File: src/rtl/ram_pkg.sv
// Shared defaults and state encoding for the single-port RAM with clear-on-reset sweep.
package ram_pkg;

    localparam int RAM_ADDR_W = 8;
    localparam int RAM_DATA_W = 16;

    typedef enum logic [1:0] {
        CLEAR        = 2'd0,
        DONE_PENDING = 2'd1,
        RUN          = 2'd2
    } ram_state_t;

endpackage

File: src/rtl/ram_core_sp.sv
// Plain inferred single-port array: synchronous write, registered read-first output, no reset.
module ram_core_sp #(
    parameter int ADDR_W = 8,
    parameter int DATA_W = 16
) (
    input  logic              clk,
    input  logic              we,
    input  logic [ADDR_W-1:0] addr,
    input  logic [DATA_W-1:0] wdata,
    output logic [DATA_W-1:0] rdata
);

    localparam int DEPTH = 2 ** ADDR_W;

    logic [DATA_W-1:0] mem [DEPTH];
    logic [DATA_W-1:0] rdata_q;

    // Read and write in one process so a same-address access returns the old word.
    always_ff @(posedge clk) begin
        if (we) begin
            mem[addr] <= wdata;
        end
        rdata_q <= mem[addr];
    end

    assign rdata = rdata_q;

endmodule

File: src/rtl/sync_ram_256x16.sv
// 256x16 single-port RAM with post-reset zero sweep, ready flag and registered read.
module sync_ram_256x16
    import ram_pkg::*;
#(
    parameter int ADDR_W       = RAM_ADDR_W,
    parameter int DATA_W       = RAM_DATA_W,
    parameter bit CLEAR_ON_RST = 1'b1
) (
    input  logic              clk,
    input  logic              rst,
    input  logic              wea,
    input  logic [ADDR_W-1:0] addr,
    input  logic [DATA_W-1:0] data_in,
    output logic [DATA_W-1:0] data_out,
    output logic              ready
);

    localparam logic [ADDR_W-1:0] LAST_ADDR = '1;

    ram_state_t        state_q, state_d;
    logic [ADDR_W-1:0] ptr_q, ptr_d;
    logic              ready_q, ready_d;
    logic              rd_vld_q, rd_vld_d;

    logic              core_we;
    logic [ADDR_W-1:0] core_addr;
    logic [DATA_W-1:0] core_wdata;
    logic [DATA_W-1:0] core_rdata;

    always_comb begin
        state_d    = state_q;
        ptr_d      = ptr_q;
        ready_d    = ready_q;
        rd_vld_d   = 1'b0;
        core_we    = 1'b0;
        core_addr  = addr;
        core_wdata = data_in;

        case (state_q)
            CLEAR: begin
                core_we    = 1'b1;
                core_addr  = ptr_q;
                core_wdata = '0;
                ptr_d      = ptr_q + ADDR_W'(1);
                if (ptr_q == LAST_ADDR) begin
                    state_d = RUN;
                    ready_d = 1'b1;
                end
            end
            DONE_PENDING: begin
                state_d = RUN;
                ready_d = 1'b1;
            end
            RUN: begin
                core_we  = wea;
                rd_vld_d = 1'b1;
            end
            default: begin
                state_d = CLEAR;
            end
        endcase

        // Reset must also block the array write that the current state would issue.
        if (rst) begin
            core_we = 1'b0;
        end
    end

    always_ff @(posedge clk) begin
        if (rst) begin
            state_q  <= CLEAR_ON_RST ? CLEAR : DONE_PENDING;
            ptr_q    <= '0;
            ready_q  <= 1'b0;
            rd_vld_q <= 1'b0;
        end else begin
            state_q  <= state_d;
            ptr_q    <= ptr_d;
            ready_q  <= ready_d;
            rd_vld_q <= rd_vld_d;
        end
    end

    ram_core_sp #(
        .ADDR_W (ADDR_W),
        .DATA_W (DATA_W)
    ) u_core (
        .clk   (clk),
        .we    (core_we),
        .addr  (core_addr),
        .wdata (core_wdata),
        .rdata (core_rdata)
    );

    // The array output register has no reset, so mask it until a RUN-state read has landed.
    assign data_out = rd_vld_q ? core_rdata : '0;
    assign ready    = ready_q;

endmodule

File: config.mk
export PLATFORM = sky130hd
export DESIGN_NAME = sync_ram_256x16
export DESIGN_NICKNAME = d
export VERILOG_FILES = /design/src/rtl/ram_pkg.sv /design/src/rtl/ram_core_sp.sv /design/src/rtl/sync_ram_256x16.sv
export SDC_FILE = /design/constraint.sdc
export NUM_CORES = 2
export LEC_CHECK = 0
export CAP_MARGIN = 25
export CORE_MARGIN = 5
export CORE_UTILIZATION = 45
export DETAILED_ROUTE_END_ITERATION = 6
export PLACE_DENSITY = 0.69
export SLEW_MARGIN = 40
export SYNTH_ARGS = -nofsm -noshare
export SYNTH_HDL_FRONTEND = slang
export SYNTH_SLANG_ARGS = --single-unit
File: constraint.sdc
create_clock -name clk -period 14.1 [get_ports clk]
set_clock_uncertainty 0.05 [all_clocks]
set_input_delay 4.23 -clock clk [delete_from_list [all_inputs] [get_ports clk]]
set_output_delay 4.23 -clock clk [all_outputs]
set_load 0.1 [all_outputs]
# == Word-level counts from Yosys, hierarchy flattened ==
# Memory sizes are Yosys's and may differ from the RTL's. A register that Yosys moved wholly into a read port is not among the register bits.
# Cells that the tools add are included.
# totals
register_bits,12
ramBits,4096
out_inout_bits,17
mem_count,1
# op_classes
n_addsub,1
n_eq_ne,4
mux,12
bitwise,1
reduce_logical,4
# mem_list
name,depth,word_bits,read_ports,rd_ports_with_merged_regs,wr,line,rtl
u_core.mem,256,16,1,1,1,ram_core_sp.sv:15,logic [DATA_W-1:0] mem [DEPTH];
# op_table
operator,count
$mux W16,2
$add A8 B1 Y8 const B,1
$eq A8 B8 Y1 const B,1
$mux W8,1
$pmux W2 S3,1
$mux W1,5
$pmux W1 S2,2
$reduce_and A2 Y1,2
$eq A2 B1 Y1 const B,1
$eq A2 B2 Y1 const B,1
$logic_not A2 Y1,1
$mux W2,1
$ne A2 B2 Y1 const B,1
$reduce_bool A2 Y1,1
$not A1 Y1,1

# == Logic depth before layout (Yosys ltp) ==
# depth
ltp_word,5
depth_mapped,10
depth_no_buf,6

# == Hierarchy ==
# Synthesis repeated with hierarchy kept, for this count alone.
# hier_totals
hier_cells,6820
area_unflattened_um2,156144.8
# modules_own_cells
mod,instances,cells_each,area_each_um2,seq_area_each_um2
ram_core_sp,1,6727,155399.0,123318.3
sync_ram_256x16,1,93,745.7,220.2

# == Worst setup path before layout ==
# Ideal clock, no wire load.
# synth_timing
kind,in2reg
startpoint,input port data_in[0]
endpoint,"memory u_core.mem[0][0], data pin"
setup_time_ns,0.867
arrival_time_ns,7.457
t_required_ns,13.183
slack_ns,5.726
path_stages,1
path_buffers,0
cell_sequence,and2_1
# synth_between
elab_chain_cells,1
# synth_lines
element,line,rtl
"start, declared",sync_ram_256x16.sv:13,"input logic [DATA_W-1:0] data_in,"
$mux W16,sync_ram_256x16.sv:39,case (state_q)
"end, declared",ram_core_sp.sv:15,
# No other way between the ends.

# == Worst setup path after layout ==
# layout_timing
startpoint,input port addr[0]
endpoint,register u_core.rdata_q[4] (netlist: u_core.rdata[4]) (read register of u_core.mem)
# layout_between
elab_chain_cells,1
# layout_lines
element,line,rtl
"start, declared",sync_ram_256x16.sv:12,"input logic [ADDR_W-1:0] addr,"
$mux W8,sync_ram_256x16.sv:39,
"end, declared",ram_core_sp.sv:16,logic [DATA_W-1:0] rdata_q;
# No other way between the ends.
# A chain may end at the register's enable or synchronous reset.

==> flow_summary.toml <==
[outcome]
status = "completed"

[logic_synthesis]
synth_mux_area_share_pct = 13.0
synth_area_leaders = "edfxtp_1, mux2i_1, o22ai_1"
synthCells = 8462
synth_seq_cells = 4123
synth_edf_count = 4096
ys_seq_area_share_pct = 78.4
postSynthAreaPerCell_um2 = 18.6
yosys.area.top_type_share_pct = 78.1
synth_compound_area_share_pct = 5.94
ys.flop_type = "edfxtp_1"
syn_nets = 8490
synth_area_mm2 = 0.158
synth_top_area_cell = "edfxtp_1"
yosys.area_share.simple_pct = 1.06
synth_top_family_by_area = "multiplexers"
postSynth.asyncResetShare_pct = 0
yosysWarnings = 0
synth_cell_types = 39
synthXorXnorAreaFrac_pct = 0.0334
synth_fa_ha_area_share_pct = 0.00794

[floorplanning]
die_w_um = 602
pin_count = 44
start_util_pct = 45.1
rows = 217
fp.dieH_um = 602
die_area_mm2 = 0.362
core-area_mm2 = 0.349

[job]
drv_cap = 0

[pwr]
p_leak_nw = 61.1
p_int_mw = 19.5
p_per_area_mw_per_mm2 = 137
p_sw_mw = 5.04
combPwrFrac_pct = 4.0
clock_power_share_pct = 41.6
power_frac_seq_pct = 54.4
switching_share_pct = 20.6
ir_drop_mv = 0.132

[cells_and_area]
layout-drive-gt1-share_pct = 13.4
utilization_pct = 51.4
fin_nets = 8866
syn_to_final_growth_pct = 13.9

[clock_network]
insertion_delay_ns = 0.91
cts_tree = "yes"
clk_pin_slew_worst_paths_ns = 0.06
htree_levels = 5
cts-resized-gates = 0
numCtsBuffers = 393
cts_hold_buffers = 0
post_cts_buffers = 0
cts_sinks = 4123
clock-root-buffer = "clkbuf_16"
ctsLongestPathBuffers = 4

[place]
numPortBuffers = 43
gp_routability_congestion = 0.858
hpwlAfterDp_mm = 243

[timing]
hold_viol_final = 0
drv_slew = 0
hold_slack_ns = 0.434
max_freq_mhz = 114
max_slew_margin_pct = 34.5
fin_crit_sh_pct = 62.1
fin_setup_tns_ns = 0
period_needed_ns = 8.76
tightest_slew_ns = 0.970
final-setup-viol-count = 0
rsz0062_at_grt = "no"

[worst_setup_path]
worstSetupPathType = "in2reg"
critical_path_required_ns = 14.81
worstSetupEndpointType = "register"
worst-path-max-fanout = 59
critical_path.startpoint_type = "input port"
cp_data_arrival_time_ns = 9.47

[grt]
antenna_found_initial = 41
grt_pass1_vias = 81200
grtUsageTotal_pct = 22.5
overflow = 0
grt_pass1_wl_mm = 597
grt_max_degree = 190

[hold_path]
hp-class = "reg2reg"

[drt]
detail-route-antenna-nets = 0
via_per_inst = 6.13
route.detailed.drc = 0
wire_per_inst_um = 30.7
firstDrtPassIters = 7
vias = 84600
drtIter0Drc = 10700
drt_wl_total_mm = 423
## state kept, by name (all words and copies together), names as in the netlist
register	count
u_core.rdata	16
ready	1
rd_vld_q	1
ptr_q	8
u_core.mem	4096
state_q	1
## per-stage QoR
| stage | instances | area, um^2 | total power [mW] | setup WS (ns) |
|---|---|---|---|---|
| final | 13800 | 179000 | 24.5 | 5.34 |
| after global routing | 13800 | 179000 | 25.1 | 5.37 |
| after CTS | 13700 | 179000 | 24.6 | 5.37 |
| after detailed placement | 13000 | 167000 | 14.5 | 4.44 |
| after global placement | 13000 | 166000 | 14.5 | 3.85 |
| after floorplan | 8462 | 158000 | 14.2 | 5.73 |
## layout by cell type, fill, tap and decap left out, types with 5 or more instances in the layout
master and count:
o41ai_1 153, mux2i_1 2049, nand2_2 18, and2_4 16, clkbuf_16 399, edfxtp_1 4096
nor2_2 13, inv_6 7, nor2_1 244, nor2b_1 5, clkdlybuf4s50_1 26, buf_2 22
o41ai_2 95, clkbuf_1 70, and2_1 16, clkbuf_8 5, buf_16 8, buf_12 46
nor3_1 6, a41oi_2 23, or4_1 16, bufinv_16 34, nand2_1 18, buf_6 20
dfxtp_1 26, nor2_4 11, clkinv_2 68, diode_2 50, o41ai_4 8, o22ai_1 1024
o21ai_4 8, clkinv_1 94, buf_4 384, clkinvlp_4 14, a41oi_1 39
## worst max-delay path, stage by stage
cell,delay (ns)
clkdlybuf4s50_1,0.55
mux2_8,0.68
buf_4,0.74
buf_6,0.63
mux2i_1,0.27
o22ai_1,0.13
o41ai_2,0.72
a41oi_2,0.62
or4_1,0.62
## kinds of logic after synthesis
| logic type | Yosys count |
|---|---|
| buffers and inverters | 528 |
| and+or+nand+nor | 386 |
| adders and majority gates | 1 |
| muxes | 2052 |
| xor gates and xnor gates | 6 |
| DFF | 4123 |
| AOI/OAI and AO/OA | 1366 |
## power by group through the flow
stage                     Combinational [mW]  Clock, mW  Sequential [mW]
after global placement                 0.931          0             13.6
after global routing                    1.01       10.8             13.3
after detailed placement               0.962          0             13.6
final                                  0.981       10.2             13.3
after CTS                              0.965       10.3             13.3
after floorplan                        0.642          0             13.5
## Yosys cell counts (all sizes together), types with 16 or more instances
cell    number
nor2       268
clkbuf     225
nand2       36
mux2i     2050
dfxtp       27
and2        32
o41ai      256
or4         16
a41oi       64
o22ai     1026
edfxtp    4096
buf        300
## final cells by class
type                    count  area (um^2)
clock inverters           222         1980
flip-flops and latches   4123       124000
repair buffers            506         4620
inverters                   3         11.3
fillers                 27100       170000
well taps                4599         5750
multi-input cells        3811        33100
clock buffers             474        10300
diodes                     50          125
## worst paths after layout
check        slack [ns]                     from                 endpoint  cells past startpoint
max                5.34                  addr[0]  u_core.rdata[4]$_DFF_P_                      9
max reg2reg        8.51  state_q[1]$_SDFFE_PP0P_  u_core.rdata[4]$_DFF_P_                      8
min reg2reg        0.43       ready$_SDFFE_PP0P_       ready$_SDFFE_PP0P_                      2
min                0.43       ready$_SDFFE_PP0P_       ready$_SDFFE_PP0P_                      2
## metal layers
metal,wire (um),track usage (%)
met5,161,0
met4,18400,9.51
met3,41700,4.36
met1,164000,30.9
met2,199000,35.3
No activity file was read; power rests on OpenSTA's default activity.
